**config.mk**
```make
export PLATFORM = sky130hd
export DESIGN_NAME = tdm_demux4
export DESIGN_NICKNAME = d
export VERILOG_FILES = /design/src/rtl/tdm_pkg.sv /design/src/rtl/tdm_slot_ctr.sv /design/src/rtl/tdm_demux4.sv
export SDC_FILE = /design/constraint.sdc
export NUM_CORES = 1
export LEC_CHECK = 0
export ABC_CLOCK_PERIOD_IN_PS = 1300
export BUFFER_PORTS_ARGS = -buffer_cell sky130_fd_sc_hd__buf_2
export CORE_AREA = 2 2 41 43
export DETAILED_ROUTE_END_ITERATION = 10
export DIE_AREA = 0 0 43 45
export SLEW_MARGIN = 20
export SYNTH_ARGS = -nofsm -noshare
export SYNTH_HDL_FRONTEND = slang
export SYNTH_SLANG_ARGS = --single-unit
```
**constraint.sdc**
```tcl
create_clock -name clk -period 1.3 [get_ports clk]
set_input_delay 0.065 -clock clk [delete_from_list [all_inputs] [get_ports clk]]
set_output_delay 0.065 -clock clk [all_outputs]
set_load 0.005 [all_outputs]
```
**src/rtl/tdm_pkg.sv**
```systemverilog
// Shared definitions for the 4-slot TDM link, used by both the receive-side
// demultiplexer and the transmit-side mux sequencer.
package tdm_pkg;

   localparam int NUM_SLOTS = 4;
   localparam int SLOT_W    = 2;

   typedef enum logic {
      IDLE   = 1'b0,
      LOCKED = 1'b1
   } tdm_state_e;

endpackage : tdm_pkg

```
**src/rtl/tdm_slot_ctr.sv**
```systemverilog
// Slot counter: advances on each accepted beat, and jumps to 1 when a
// frame_start beat is taken as slot 0.
module tdm_slot_ctr
   import tdm_pkg::*;
(
   input  logic              clk,
   input  logic              rst,
   input  logic              en_i,
   input  logic              load_i,
   output logic [SLOT_W-1:0] slot_o
);

   logic [SLOT_W-1:0] slot_q;
   logic [SLOT_W-1:0] slot_d;

   // Next-count selection: a load takes priority over a plain increment.
   always_comb begin
      slot_d = slot_q;
      if (load_i) begin
         slot_d = SLOT_W'(1);
      end else if (en_i) begin
         slot_d = slot_q + SLOT_W'(1);
      end else begin
         slot_d = slot_q;
      end
   end

   // Count register.
   always_ff @(posedge clk or posedge rst) begin
      if (rst) begin
         slot_q <= '0;
      end else begin
         slot_q <= slot_d;
      end
   end

   assign slot_o = slot_q;

endmodule : tdm_slot_ctr

```
**src/rtl/tdm_demux4.sv**
```systemverilog
// Four-channel TDM demultiplexer: aligns to frame_start, gathers four beats
// and presents them as one parallel word with a single-cycle valid strobe.
module tdm_demux4
   import tdm_pkg::*;
#(
   parameter int W = 1
) (
   input  logic              clk,
   input  logic              rst,
   input  logic [W-1:0]      din,
   input  logic              din_valid,
   input  logic              frame_start,
   output logic [4*W-1:0]    d_out,
   output logic              out_valid,
   output logic [SLOT_W-1:0] slot,
   output logic              locked,
   output logic              sync_err
);

   tdm_state_e          state_q, state_d;
   logic [2:0][W-1:0]   hold_q, hold_d;
   logic [4*W-1:0]      d_out_q, d_out_d;
   logic                out_valid_q, out_valid_d;
   logic                sync_err_q, sync_err_d;
   logic [SLOT_W-1:0]   slot_s;
   logic                slot_en_s;
   logic                slot_load_s;

   tdm_slot_ctr u_slot_ctr (
      .clk    (clk),
      .rst    (rst),
      .en_i   (slot_en_s),
      .load_i (slot_load_s),
      .slot_o (slot_s)
   );

   // Beat acceptance, realignment and frame completion.
   always_comb begin
      state_d     = state_q;
      hold_d      = hold_q;
      d_out_d     = d_out_q;
      out_valid_d = 1'b0;
      sync_err_d  = 1'b0;
      slot_en_s   = 1'b0;
      slot_load_s = 1'b0;
      if (din_valid) begin
         if (frame_start) begin
            // A marker always restarts the frame at slot 0, even when locked.
            slot_load_s = 1'b1;
            state_d     = LOCKED;
            hold_d[0]   = din;
            if ((state_q == LOCKED) && (slot_s != SLOT_W'(0))) begin
               sync_err_d = 1'b1;
            end else begin
               sync_err_d = 1'b0;
            end
         end else if (state_q == LOCKED) begin
            slot_en_s = 1'b1;
            case (slot_s)
               2'd0: hold_d[0] = din;
               2'd1: hold_d[1] = din;
               2'd2: hold_d[2] = din;
               2'd3: begin
                  d_out_d     = {din, hold_q[2], hold_q[1], hold_q[0]};
                  out_valid_d = 1'b1;
               end
               default: hold_d = hold_q;
            endcase
         end else begin
            slot_en_s = 1'b0;
         end
      end else begin
         slot_en_s = 1'b0;
      end
   end

   // State, hold and output registers.
   always_ff @(posedge clk or posedge rst) begin
      if (rst) begin
         state_q     <= IDLE;
         hold_q      <= '0;
         d_out_q     <= '0;
         out_valid_q <= 1'b0;
         sync_err_q  <= 1'b0;
      end else begin
         state_q     <= state_d;
         hold_q      <= hold_d;
         d_out_q     <= d_out_d;
         out_valid_q <= out_valid_d;
         sync_err_q  <= sync_err_d;
      end
   end

   assign d_out     = d_out_q;
   assign out_valid = out_valid_q;
   assign slot      = slot_s;
   assign locked    = (state_q == LOCKED);
   assign sync_err  = sync_err_q;

endmodule : tdm_demux4

```
# Yosys cells after proc, flatten, opt, wreduce, memory -nomap -nowiden
# Index checks and enable logic that the tools add are counted.
[totals]
reg_bits = 12
wordCells = 41
[classes]
add_sub_neg = 1
eq_ne = 3
n_mux = 17
bitwise = 1
reduce_logical = 11
[op_table]
columns = ["cell", "n"]
rows = [
  ["$mux 1", 15],
  ["$reduce_and 4->1", 3],
  ["$reduce_bool 2->1", 4],
  ["$eq 2x2->1 const B", 2],
  ["$mux 2", 2],
  ["$reduce_and 3->1", 1],
  ["$add 2x1->2 const B", 1],
  ["$eq 2x1->1 const B", 1],
  ["$logic_not 2->1", 1],
  ["$reduce_and 2->1", 1],
  ["$logic_and 1x1->1", 1],
  ["$not 1->1", 1],
]

# Longest topological paths before layout
[depth]
ltp_word = 5
depth_mapped = 4

# Cells and area by module
# A second synthesis with hierarchy kept.
[hier_totals]
cells_unflattened = 37
hier_area_um2 = 534.3
[by_module_without_submodules]
columns = ["mod", "n_inst", "cells_per_inst", "area_each_um2", "seq_area_each_um2"]
rows = [
  ["tdm_demux4", 1, 28, 430.4, 250.2],
  ["tdm_slot_ctr", 1, 9, 103.8, 50.0],
]

# Least setup slack after synthesis
# No wires, ideal clock.
[synth_timing]
kind = "register to register"
from = "reg u_slot_ctr.slot_q[0] (netlist: u_slot_ctr.slot_o[0])"
to = "reg d_out_q[0] (netlist: d_out[0])"
setup_ns = 0.125
t_arrival_ns = 1.076
required_ns = 1.175
slack_ns = 0.099
stages_incl_launch_ff = 4
path_buffers = 0
cell_sequence = "dfrtp_1 ha_1 nand4b_4 mux2_2"
[synth_via]
elab_chain_cells = 2
[synth_rtl]
columns = ["element", "line_no", "source"]
rows = [
  ["start, declared", "tdm_slot_ctr.sv:13", "logic [SLOT_W-1:0] slot_q;"],
  ["start signal, assigned", "tdm_slot_ctr.sv:33", "slot_q <= slot_d;"],
  ["$eq 2x2->1", "tdm_demux4.sv:59", "case (slot_s)"],
  ["$reduce_and 4->1 (no line)", "n/a", ""],
  ["end signal, assigned", "tdm_demux4.sv:88", "d_out_q <= d_out_d;"],
  ["end, declared", "tdm_demux4.sv:22", "logic [4*W-1:0] d_out_q, d_out_d;"],
]
# Every way passes these cells.
# A chain may end at the register's enable or synchronous reset.

# Worst setup path in the final report
[layout_timing]
from = "reg u_slot_ctr.slot_q[1] (netlist: u_slot_ctr.slot_o[1])"
to = "reg hold_q[1] in the netlist's numbering"
[layout_via]
elab_chain_cells = 2
[layout_rtl]
columns = ["element", "line_no", "source"]
rows = [
  ["$eq 2x1->1", "tdm_demux4.sv:59", ""],
  ["$reduce_and 4->1 (no line)", "n/a", ""],
  ["end signal, assigned", "tdm_demux4.sv:87", "hold_q <= hold_d;"],
  ["end, declared", "tdm_demux4.sv:21", "logic [2:0][W-1:0] hold_q, hold_d;"],
]
# Every way passes these cells.

==> results.md <==
- Synthesized net count: 51
- Final nets: 69
- Count of H-tree levels built during CTS: 1
- Sum Neg Setup Slack: 0 ns
- Top delay family on crit path: flip-flops
- Area of the mapped netlist: just under 600 sq um
- Commonest cells after routing, fill and taps aside: sky130_fd_sc_hd__buf_2 (13), sky130_fd_sc_hd__dfrtp_1 (12), sky130_fd_sc_hd__mux2_2 (6)
- Unrepaired setup endpoints after global routing: no
- Cell with the largest stage delay on the worst path: sky130_fd_sc_hd__dfrtp_1
- Internal portion of total power: a little over 0.0008 W
- Hold crit path type: input pin to flip-flop
- Wire length of the first global-routing pass: around 1700 um
- Clock tree from TritonCTS: yes
- Number of DRC markers after the initial detailed-route iteration: 5
- Post-route DRC: 0
- Worst setup SP type: flip-flop
- Remaining antenna violation count after routing: 0
- GR Overflow Total: 0
- Max clock buf depth: 2
- Final design area excluding fillers: about 700 sq um
- Adder-cell share of the synthesized area: 8.677%
- Critical path arrival: approximately 1.4 ns
- Clock transition at the registers of the reported paths: approximately 0.080 ns
- Final period utilization: a little over nine tenths
- Growth of design area from synthesis to finish: 21.26%
- Per-cell routed wire length: about 13 um
- Largest net degree at the start of global routing: 13
- Pleak: 0.3709 nW
- CP bufs+invs: 1
- Cell count after placement: between 60 and 70
- Net switching fraction of the power: 26.12%
- Cell area power density: around 1600 nW/um^2
- Mapped Avg Cell Area: approximately 14 sq um
- Worst setup path class: flip-flop to flip-flop
- FF+latch count, synth: 12
- Die Outline Area: slightly below 2000 sq um
- Post-Place Cell Area: roughly 640 sq um
- Initial antenna violation count: 0
- Fin crit period: roughly 1.2 ns
- Post-synthesis share of cell area spent on xor and xnor gates: 0%
- Critical path, cell by cell: inv_1 -> ha_1 -> nand4b_1 -> mux2_2
- Total number of vias: approximately 370
- Register area share after synthesis: 52.06%
- Largest stage delay, worst path: 0.42 ns
- Highest ir drop seen on vdd: 0.0008179 V
- Count of pins on the block boundary: 14
- Max Fclk: around 800 MHz
- Clk_lat worst skew: 0.27 ns
- Simple-gate share of the synthesized area: ~12%
- Number of global-route vias before repair: about 370
- Setup-failing EPs final: 0
- Most common library cell in the layout ignoring fill and taps: sky130_fd_sc_hd__buf_2
- Status: finished, final reports clean
- Clock buffer count from CTS: 3
- Synth warn: 0
- Horizontal die dimension: roughly 43 um
- Worst EP required: between 1 and 1.5 ns
- Synthesized-area fraction occupied by ao, oa, aoi and oai cells: 7.592%
- Largest clock skew in the final design: between 0.002 and 0.003 ns
- Number of standard cells after synthesis: between 40 and 50
- Switching pwr: about 0.00029 W
- Portion of total power attributed to sequential cells: 48.8%
- Proportion of synthesized area in mux cells: around 13%
- Total iterations of the first detailed-routing run: 4
- Total clock sinks: 12
- Total power: between 0.001 and 0.0015 W
- CP endpoint kind: flip-flop
- Port buffer count: 13
- Vertical die dimension: about 45 um
- Starting Density: 39.20%
- Overall Global Routing Usage: around an eighth
- Via-per-instance ratio: about 5
- CTS root buf: sky130_fd_sc_hd__clkbuf_4
- Worst slew pin tran: 0.4511 ns
- Power share of the clock group: between 20 and 30%
- Layout filler cell count: 148
- Number of diodes: 0
- Rows: 14
- Relative max-transition margin: a little over two thirds
- Fraction of power consumed by combinational cells: between 20% and 30%
- Total length of routed wires: 990 um
- Proportion of layout cells with a drive suffix above 1: around 50%
- Distinct cell type count of the synthesized netlist: 19
- Max FO, Critical Path: 5
- Core area: approximately 1500 sq um
- Max cap viols: 0
- Post-DP HPWL: 689.9 um
- Non-filler instance count after layout: 75
- Count of final max-slew check failures: 0
- Number of failing hold endpoints at the final stage: 0
- Largest family of logic cells by synthesized area: multiplexers
- Placer's final routability congestion estimate: approximately 0.65
## per-stage QoR
stage	worst slack (ns)	hold WS [ns]	util [%]
final	0.06917	0.08827	47.53
after global routing	0.001595	0.09022	47.53
after CTS	0.03731	0.07937	46.85
after detailed placement	0.05749	0.1012	43.71
after global placement	0.06030	0.09619	43.71
after floorplan	0.09884	-0.07030	-
## what timing repair did
action                                  CTS  global route
resized for setup                         0             2
hold endpoints to repair                 12             0
hold buffers                              1             0
endpoints found under the setup margin    0             4
buffers inserted                          0             1
## path summary, 6_finish.rpt
check	start	end	slack, ns	cells past startpoint
setup / recovery	u_slot_ctr.slot_o[1]	hold_q[1]	0.07	4
hold / removal	din	hold_q[0]	0.09	3
setup reg to reg	u_slot_ctr.slot_o[1]	hold_q[1]	0.07	4
hold reg to reg	d_out[0]	d_out[0]	0.51	1
max in group asynchronous	rst	locked	0.66	3
min in group asynchronous	rst	hold_q[0]	0.33	3
## state kept, by name, summed over array words and instances (netlist names)
register,flops
locked,1
sync_err,1
d_out,4
hold_q,3
u_slot_ctr.slot_o,2
out_valid,1
## cell type report
class	instances	area, sq um	share of cell area, %
clock buffers	4	36.28	5.188
flip-flops and latches	12	300.3	42.93
repair buffers	15	82.58	11.81
well taps	16	20.02	2.862
multi-input cells	24	245.2	35.06
inverters	4	15.01	2.147
## power by group through the flow
stage          sequential, W  combinational (W)  clock [W]
3_5_place_dp        0.000543           0.000260          0
3_3_place_gp        0.000539           0.000255          0
4_1_cts             0.000535           0.000264   0.000308
6_report            0.000533           0.000265   0.000294
5_1_grt             0.000550           0.000293   0.000319
2_1_floorplan       0.000539           0.000148          0
## logic make-up (layout without fill, tap and decap cells)
logic type               after synthesis  in the layout
AO/OA/AOI/OAI                          6              6
flip-flops                            12             12
adder cells (fa/ha/maj)                4              4
AND/OR/NAND/NOR                        7              7
buffers and inverters                  6             23
multiplexers                           7              7
## synth_stat cells, drive strengths merged
cell type	n	area, sq um
inv	4	15.01
a22o	1	8.760
o21ai	1	5.000
nand2	1	3.750
mux2i	1	10.01
and3b	1	10.01
a21o	1	8.760
buf	2	18.77
a21boi	1	7.510
dfrtp	12	300.3
nand4b	3	41.29
ha	4	50.05
o2bb2ai	1	8.760
nand3	1	5.000
and4b	1	11.26
a21oi	1	5.000
mux2	6	67.56
## routing by layer
metal  wire (um)  up-vias  track usage [%]  part of all wire (%)
li1            -      183                -                     -
met1         457      176            15.48                    46
met2         449       13            19.39                    45
met3          82        0            6.000                   8.3
met4           0        0            3.636                     0
met5           0        -                0                     0
## tightest hold or removal path: stages
cell                        delay, ns
sky130_fd_sc_hd__buf_2           0.13
sky130_fd_sc_hd__nand2_1         0.06
sky130_fd_sc_hd__o2bb2ai_1       0.07
No activity file was read; power rests on OpenSTA's default activity.
